**src/rtl/frame_buf_ctrl_if.sv**
```systemverilog
// rtl/frame_buf_ctrl_if.sv - producer/display handshake bundle for the ping-pong frame buffer
interface frame_buf_ctrl_if #(
    parameter int ADDR_W = 24
);
    logic              sdram_init_done;
    logic              lcd_vs;
    logic              frame_req;
    logic              pix_wr;
    logic [ADDR_W-1:0] wr_base;
    logic              wr_load;
    logic [ADDR_W-1:0] rd_base;
    logic              rd_load;
    logic              frame_busy;
    logic              frame_done;
    logic              frame_drop;
    logic              ovf_err;

    modport master (
        output sdram_init_done, lcd_vs, frame_req, pix_wr,
        input  wr_base, wr_load, rd_base, rd_load,
        input  frame_busy, frame_done, frame_drop, ovf_err
    );

    modport slave (
        input  sdram_init_done, lcd_vs, frame_req, pix_wr,
        output wr_base, wr_load, rd_base, rd_load,
        output frame_busy, frame_done, frame_drop, ovf_err
    );
endinterface

```
**src/rtl/frame_buf_ctrl.sv**
```systemverilog
// rtl/frame_buf_ctrl.sv - ping-pong SDRAM frame buffer controller, swaps only at LCD frame start
module frame_buf_ctrl #(
    parameter int unsigned       FRAME_LEN = 384000,
    parameter int                ADDR_W    = 24,
    parameter logic [ADDR_W-1:0] BASE_A    = ADDR_W'('h000000),
    parameter logic [ADDR_W-1:0] BASE_B    = ADDR_W'('h100000)
) (
    input  logic                clk_50m,
    input  logic                rst_n,
    frame_buf_ctrl_if.slave     bus
);
    typedef enum logic [1:0] {
        WAIT_INIT,
        READY,
        WRITE,
        PEND
    } state_t;

    localparam logic [19:0] LAST_PIX = 20'(FRAME_LEN - 1);

    state_t            state;
    logic              wr_sel;
    logic [19:0]       pix_cnt;
    logic              vs_s1, vs_s2, vs_s3;
    logic              vs_start;
    logic [ADDR_W-1:0] wr_base_q, rd_base_q;
    logic              wr_load_q, rd_load_q;
    logic              frame_busy_q, frame_done_q, frame_drop_q, ovf_err_q;

    // vs_s3 is the extra register behind the synchroniser; a high-to-low step is a frame start
    assign vs_start = vs_s3 & ~vs_s2;

    always_ff @(posedge clk_50m or negedge rst_n) begin
        if (!rst_n) begin
            state        <= WAIT_INIT;
            wr_sel       <= 1'b0;
            pix_cnt      <= '0;
            vs_s1        <= 1'b1;
            vs_s2        <= 1'b1;
            vs_s3        <= 1'b1;
            wr_base_q    <= BASE_A;
            rd_base_q    <= BASE_B;
            wr_load_q    <= 1'b0;
            rd_load_q    <= 1'b0;
            frame_busy_q <= 1'b0;
            frame_done_q <= 1'b0;
            frame_drop_q <= 1'b0;
            ovf_err_q    <= 1'b0;
        end else begin
            vs_s1        <= bus.lcd_vs;
            vs_s2        <= vs_s1;
            vs_s3        <= vs_s2;
            wr_load_q    <= 1'b0;
            rd_load_q    <= 1'b0;
            frame_done_q <= 1'b0;
            frame_drop_q <= 1'b0;

            if (bus.pix_wr && state != WRITE)
                ovf_err_q <= 1'b1;

            // Losing SDRAM abandons everything except the sticky overflow flag
            if (!bus.sdram_init_done && state != WAIT_INIT) begin
                state        <= WAIT_INIT;
                wr_sel       <= 1'b0;
                pix_cnt      <= '0;
                wr_base_q    <= BASE_A;
                rd_base_q    <= BASE_B;
                frame_busy_q <= 1'b0;
            end else begin
                case (state)
                    WAIT_INIT: begin
                        if (bus.frame_req)
                            frame_drop_q <= 1'b1;
                        if (bus.sdram_init_done)
                            state <= READY;
                    end
                    READY: begin
                        if (vs_start)
                            rd_load_q <= 1'b1;
                        if (bus.frame_req) begin
                            wr_load_q    <= 1'b1;
                            frame_busy_q <= 1'b1;
                            pix_cnt      <= '0;
                            state        <= WRITE;
                        end
                    end
                    WRITE: begin
                        if (bus.frame_req)
                            frame_drop_q <= 1'b1;
                        if (vs_start)
                            rd_load_q <= 1'b1;
                        if (bus.pix_wr) begin
                            pix_cnt <= pix_cnt + 20'd1;
                            if (pix_cnt == LAST_PIX) begin
                                frame_done_q <= 1'b1;
                                frame_busy_q <= 1'b0;
                                state        <= PEND;
                            end
                        end
                    end
                    PEND: begin
                        if (bus.frame_req)
                            frame_drop_q <= 1'b1;
                        // Bases follow the toggled select in the same edge as rd_load
                        if (vs_start) begin
                            wr_sel    <= ~wr_sel;
                            wr_base_q <= wr_sel ? BASE_A : BASE_B;
                            rd_base_q <= wr_sel ? BASE_B : BASE_A;
                            rd_load_q <= 1'b1;
                            state     <= READY;
                        end
                    end
                    default: state <= WAIT_INIT;
                endcase
            end
        end
    end

    assign bus.wr_base    = wr_base_q;
    assign bus.rd_base    = rd_base_q;
    assign bus.wr_load    = wr_load_q;
    assign bus.rd_load    = rd_load_q;
    assign bus.frame_busy = frame_busy_q;
    assign bus.frame_done = frame_done_q;
    assign bus.frame_drop = frame_drop_q;
    assign bus.ovf_err    = ovf_err_q;
endmodule
```
**src/flat_wrapper.sv**
```systemverilog
// flat-port wrapper written by rule: the top's interface ports become plain ports
module frame_buf_ctrl_flat 
#(
    parameter int unsigned       FRAME_LEN = 384000,
    parameter int                ADDR_W    = 24,
    parameter logic [ADDR_W-1:0] BASE_A    = ADDR_W'('h000000),
    parameter logic [ADDR_W-1:0] BASE_B    = ADDR_W'('h100000)
)
  (clk_50m, rst_n, bus_sdram_init_done, bus_lcd_vs, bus_frame_req, bus_pix_wr, bus_wr_base, bus_wr_load, bus_rd_base, bus_rd_load, bus_frame_busy, bus_frame_done, bus_frame_drop, bus_ovf_err);
  frame_buf_ctrl_if #(.ADDR_W(ADDR_W)) bus_i ();
  input  logic clk_50m;
  input  logic rst_n;
  input wire logic [$bits(bus_i.sdram_init_done)-1:0] bus_sdram_init_done;
  input wire logic [$bits(bus_i.lcd_vs)-1:0] bus_lcd_vs;
  input wire logic [$bits(bus_i.frame_req)-1:0] bus_frame_req;
  input wire logic [$bits(bus_i.pix_wr)-1:0] bus_pix_wr;
  output wire logic [$bits(bus_i.wr_base)-1:0] bus_wr_base;
  output wire logic [$bits(bus_i.wr_load)-1:0] bus_wr_load;
  output wire logic [$bits(bus_i.rd_base)-1:0] bus_rd_base;
  output wire logic [$bits(bus_i.rd_load)-1:0] bus_rd_load;
  output wire logic [$bits(bus_i.frame_busy)-1:0] bus_frame_busy;
  output wire logic [$bits(bus_i.frame_done)-1:0] bus_frame_done;
  output wire logic [$bits(bus_i.frame_drop)-1:0] bus_frame_drop;
  output wire logic [$bits(bus_i.ovf_err)-1:0] bus_ovf_err;
  assign bus_i.sdram_init_done = bus_sdram_init_done;
  assign bus_i.lcd_vs = bus_lcd_vs;
  assign bus_i.frame_req = bus_frame_req;
  assign bus_i.pix_wr = bus_pix_wr;
  assign bus_wr_base = bus_i.wr_base;
  assign bus_wr_load = bus_i.wr_load;
  assign bus_rd_base = bus_i.rd_base;
  assign bus_rd_load = bus_i.rd_load;
  assign bus_frame_busy = bus_i.frame_busy;
  assign bus_frame_done = bus_i.frame_done;
  assign bus_frame_drop = bus_i.frame_drop;
  assign bus_ovf_err = bus_i.ovf_err;
  frame_buf_ctrl #(.FRAME_LEN(FRAME_LEN), .ADDR_W(ADDR_W), .BASE_A(BASE_A), .BASE_B(BASE_B)) u_core (.clk_50m(clk_50m), .rst_n(rst_n), .bus(bus_i));
endmodule
```
**config.mk**
```make
export PLATFORM = sky130hd
export DESIGN_NAME = frame_buf_ctrl_flat
export DESIGN_NICKNAME = d
export VERILOG_FILES = /design/src/rtl/frame_buf_ctrl_if.sv /design/src/rtl/frame_buf_ctrl.sv /design/src/flat_wrapper.sv
export SDC_FILE = /design/constraint.sdc
export NUM_CORES = 1
export LEC_CHECK = 0
export CAP_MARGIN = 30
export CORE_MARGIN = 3
export CORE_UTILIZATION = 39
export CTS_BUF_LIST = sky130_fd_sc_hd__clkbuf_8 sky130_fd_sc_hd__clkbuf_16
export DETAILED_ROUTE_END_ITERATION = 10
export PLACE_DENSITY_LB_ADDON = 0.05
export SLEW_MARGIN = 25
export SYNTH_ARGS = -nofsm -noshare
export SYNTH_HDL_FRONTEND = slang
export SYNTH_SLANG_ARGS = --single-unit
```
**constraint.sdc**
```tcl
create_clock -name clk_50m -period 2.85 [get_ports clk_50m]
set_clock_uncertainty 0.15 [all_clocks]
set_input_delay 0.57 -clock clk_50m [delete_from_list [all_inputs] [get_ports clk_50m]]
set_output_delay 0.57 -clock clk_50m [all_outputs]
set_load 0.01 [all_outputs]
```
==> out/metrics.yaml <==
run_status: "completed"
yosys.area_share.adder_pct: 4.14
drt_iter0_markers: 73
p_switching_w: 0.000604
synthMuxAreaShare_pct: 0.473
slowest_delay_ns: 0.63
clk_path_buf_depth: 2
synth_area_leader_cell: "dfrtp_1"
io_pins: 60
power_density_mw_per_mm2: 681
grt_setup_unrepaired: "false"
chipWidth_um: 79.7
fin_setup_tns_ns: 0
grt_pass1_vias: 1480
initial_core_util_pct: 40.9
dieArea_mm2: 0.00635
p_leak_nw: 1.01
wl_um: 4450
sequentialPowerShare_pct: 35.4
ys_seq_elements: 33
antenna_found_initial: 0
cp_cell_sequence: "inv_1 -> ha_1 -> a31oi_2 -> buf_4 -> or4_2 -> o31ai_1"
dp_hpwl_um: 3270
wire_per_inst_um: 13.4
cts_hold_buf: 0
path_class: "register to register"
numClockSinks: 33
track_usage_pct: 15.0
dieHeight_um: 79.7
area_growth_pct: 8.87
postSynthAreaPerCell_um2: 8.90
synth_area_leaders: "dfrtp_1, buf_4, dfstp_2"
yosysWarnings: 0
synth-seq-area-share_pct: 39.2
ys_async_sr_fraction_pct: 100
power_frac_clock_pct: 25.1
p_int_w: 0.000965
critPathLaunchType: "register"
numPortBuffers: 13
cp_slowest_cell: "or4_2"
diodes: 0
clk_latency_ns: 0.29
dr.pass1.iters: 4
ant_nets: 0
hold_depth: 0
hp-class: "register to register"
grt_pass1_wl_um: 7400
fill_cells: 505
maxCapViolations: 0
grt_max_degree: 34
cp.arrival_ns: 2.46
rr_startpoint: "u_core.state[0]"
syn_inst: 238
hold_path.startpoint: "u_core.vs_s1"
ys.flop_type: "dfrtp_1"
p_total_w: 0.00157
finalHoldViolCount: 0
htree_levels: 2
drv_slew: 0
period_needed_ns: 2.41
place.gp.congestion: 0.853
coreArea_mm2: 0.00517
clk_pin_slew_ns: 0.07
critPathRequiredTime_ns: 2.89
yosysTopAreaCellShare_pct: 34.3
ctsResizeCount: 0
root_buffer: "clkbuf_8"
avgViaCountPerCell: 4.83
worstPathMaxFanout: 12
setup_viol: 0
grt_overflow_total: 0
synth_compound_area_share_pct: 13.5
synth_xor_area_share_pct: 2.07
nNetsFinal: 275
synthDistinctLibCells: 47
fp-row-count: 26
cts_setup_buffers: 0
power_frac_comb_pct: 39.5
holdPathEnd: "u_core.vs_s2"
cts_buffers: 5
swShare_pct: 38.5
cts_tree: "built"
finalCritPeriodShare_pct: 84.7
r2r-end: "u_core.pix_cnt[11]"
layout-drive-gt1-share_pct: 11.8
drcViolationCount: 0
ir_drop_mv: 0.293
rrSetupSlack_ns: 0.44
synth_top_family_by_area: "simple AND/OR/NAND/NOR gates"
vias: 1608
reg2reg_depth: 6
max_freq_ghz: 0.414
endpoint_kind: "register"
synth_edf_count: 0
yosys.area_share.simple_pct: 21.3
syn-cell-area_mm2: 0.00212
-- sequential cells by signal (all words and copies together) (netlist names) --
| signal | count |
|---|---|
| u_core.bus.frame_drop | 1 |
| u_core.pix_cnt | 20 |
| u_core.wr_sel | 1 |
| u_core.bus.frame_done | 1 |
| u_core.bus.ovf_err | 1 |
| u_core.vs_s1 | 1 |
| u_core.bus.rd_load | 1 |
| u_core.state | 2 |
| u_core.bus.wr_load | 1 |
| u_core.vs_s2 | 1 |
| u_core.vs_s3 | 1 |
| u_core.bus.rd_base | 1 |
| u_core.bus.frame_busy | 1 |
-- cell families after synthesis --
kind of cell,Yosys count
other,1
flip-flops,33
AND/OR/NAND/NOR,87
AO/OA/AOI/OAI,46
multiplexers,1
buffers and inverters,58
adder cells (fa/ha/maj),7
XOR/XNOR,5
-- placed cells by master, fill, tap and decap left out, types with 2 or more instances in the layout --
cell type | Yosys | routed
a21o_1 | 2 | 2
a21oi_1 | 13 | 13
a31oi_1 | 4 | 4
and3_1 | 3 | 3
buf_4 | 47 | 11
clkbuf_8 | 1 | 7
clkdlybuf4s50_1 | 0 | 13
conb_1 | 1 | 46
dfrtp_1 | 29 | 29
dfstp_2 | 4 | 4
ha_1 | 7 | 7
inv_1 | 6 | 6
nand2_1 | 20 | 20
nand2b_1 | 2 | 2
nand3_1 | 9 | 9
nand3b_1 | 2 | 2
nand4_1 | 3 | 3
nor2_1 | 23 | 23
nor3_1 | 7 | 7
nor3b_1 | 2 | 2
nor4_1 | 3 | 3
o21ai_0 | 14 | 14
o311ai_0 | 2 | 2
o31ai_1 | 3 | 3
o41ai_1 | 2 | 2
or4_1 | 2 | 2
xnor2_1 | 4 | 4
-- synth_stat cells, types with 2 or more instances --
master,number
clkbuf_1,3
a21oi_1,13
nor2_1,23
nand2_1,20
o41ai_1,2
and3_1,3
ha_1,7
dfrtp_1,29
dfstp_2,4
nand4_1,3
nand2b_1,2
nor4_1,3
nand3_1,9
buf_4,47
nor3_1,7
o311ai_0,2
o21ai_0,14
or4_1,2
inv_1,6
nand3b_1,2
xnor2_1,4
o31ai_1,3
a31oi_1,4
nor3b_1,2
a21o_1,2
-- final cells by class --
type	instances	area, um2	share of cell area, %
Timing Repair Buffer	24	213	9.23
Tap cell	70	87.6	3.80
Multi-Input combinational cell	192	1050	45.5
Clock inverter	1	5.00	0.217
Inverter	6	22.5	0.977
Sequential cell	33	831	36.0
Clock buffer	7	96.3	4.18
-- worst max-delay path: cells and delay by family (launching register included) --
| family | cells | cell delay (ns) |
|---|---|---|
| compound gates | 2 | 0.35 |
| fa+ha+maj | 1 | 0.39 |
| buf+inv | 2 | 0.34 |
| flops | 1 | 0.45 |
| simple gates | 1 | 0.63 |
-- power groups by stage --
stage / Sequential, W / Clock, W / Combinational, W
2_1_floorplan: 0.000568 / 0 / 0.000442
3_3_place_gp: 0.000565 / 0 / 0.000628
3_5_place_dp: 0.000566 / 0 / 0.000621
4_1_cts: 0.000556 / 0.000411 / 0.000626
5_1_grt: 0.000564 / 0.000436 / 0.000699
6_report: 0.000556 / 0.000394 / 0.000619
-- stage by stage --
step,hold slack [ns],instance area [um2],util [%],setup slack [ns],instances
2_1_floorplan,0.124,2290,-,0.580,283
3_3_place_gp,0.196,2200,42.6,0.235,325
3_5_place_dp,0.206,2200,42.6,0.203,325
4_1_cts,0.216,2300,44.6,0.443,333
5_1_grt,0.217,2300,44.6,0.257,333
6_report,0.213,2300,44.6,0.437,333
-- routing by layer --
layer	part of all wire, %	wire, um	vias up	GRT usage (%)
met1	47	2070	757	20.8
met4	1.3	58	0	4.12
met3	6.6	295	5	3.39
met5	0	0	-	0
li1	-	-	788	-
met2	45	2020	58	23.3
-- worst max-delay path by stage --
stage / startpoint / to / slack (ns) / cells after the start
after floorplan: u_core.state[0] / u_core.pix_cnt[17] / 0.58 / 7
after global placement: bus_frame_req / u_core.pix_cnt[11] / 0.23 / 7
after detailed placement: bus_frame_req / u_core.pix_cnt[11] / 0.20 / 6
after CTS: u_core.state[0] / u_core.pix_cnt[11] / 0.44 / 6
after global routing: u_core.state[0] / u_core.pix_cnt[11] / 0.26 / 6
final: u_core.state[0] / u_core.pix_cnt[11] / 0.44 / 6
(Power assumes the default switching activity.)
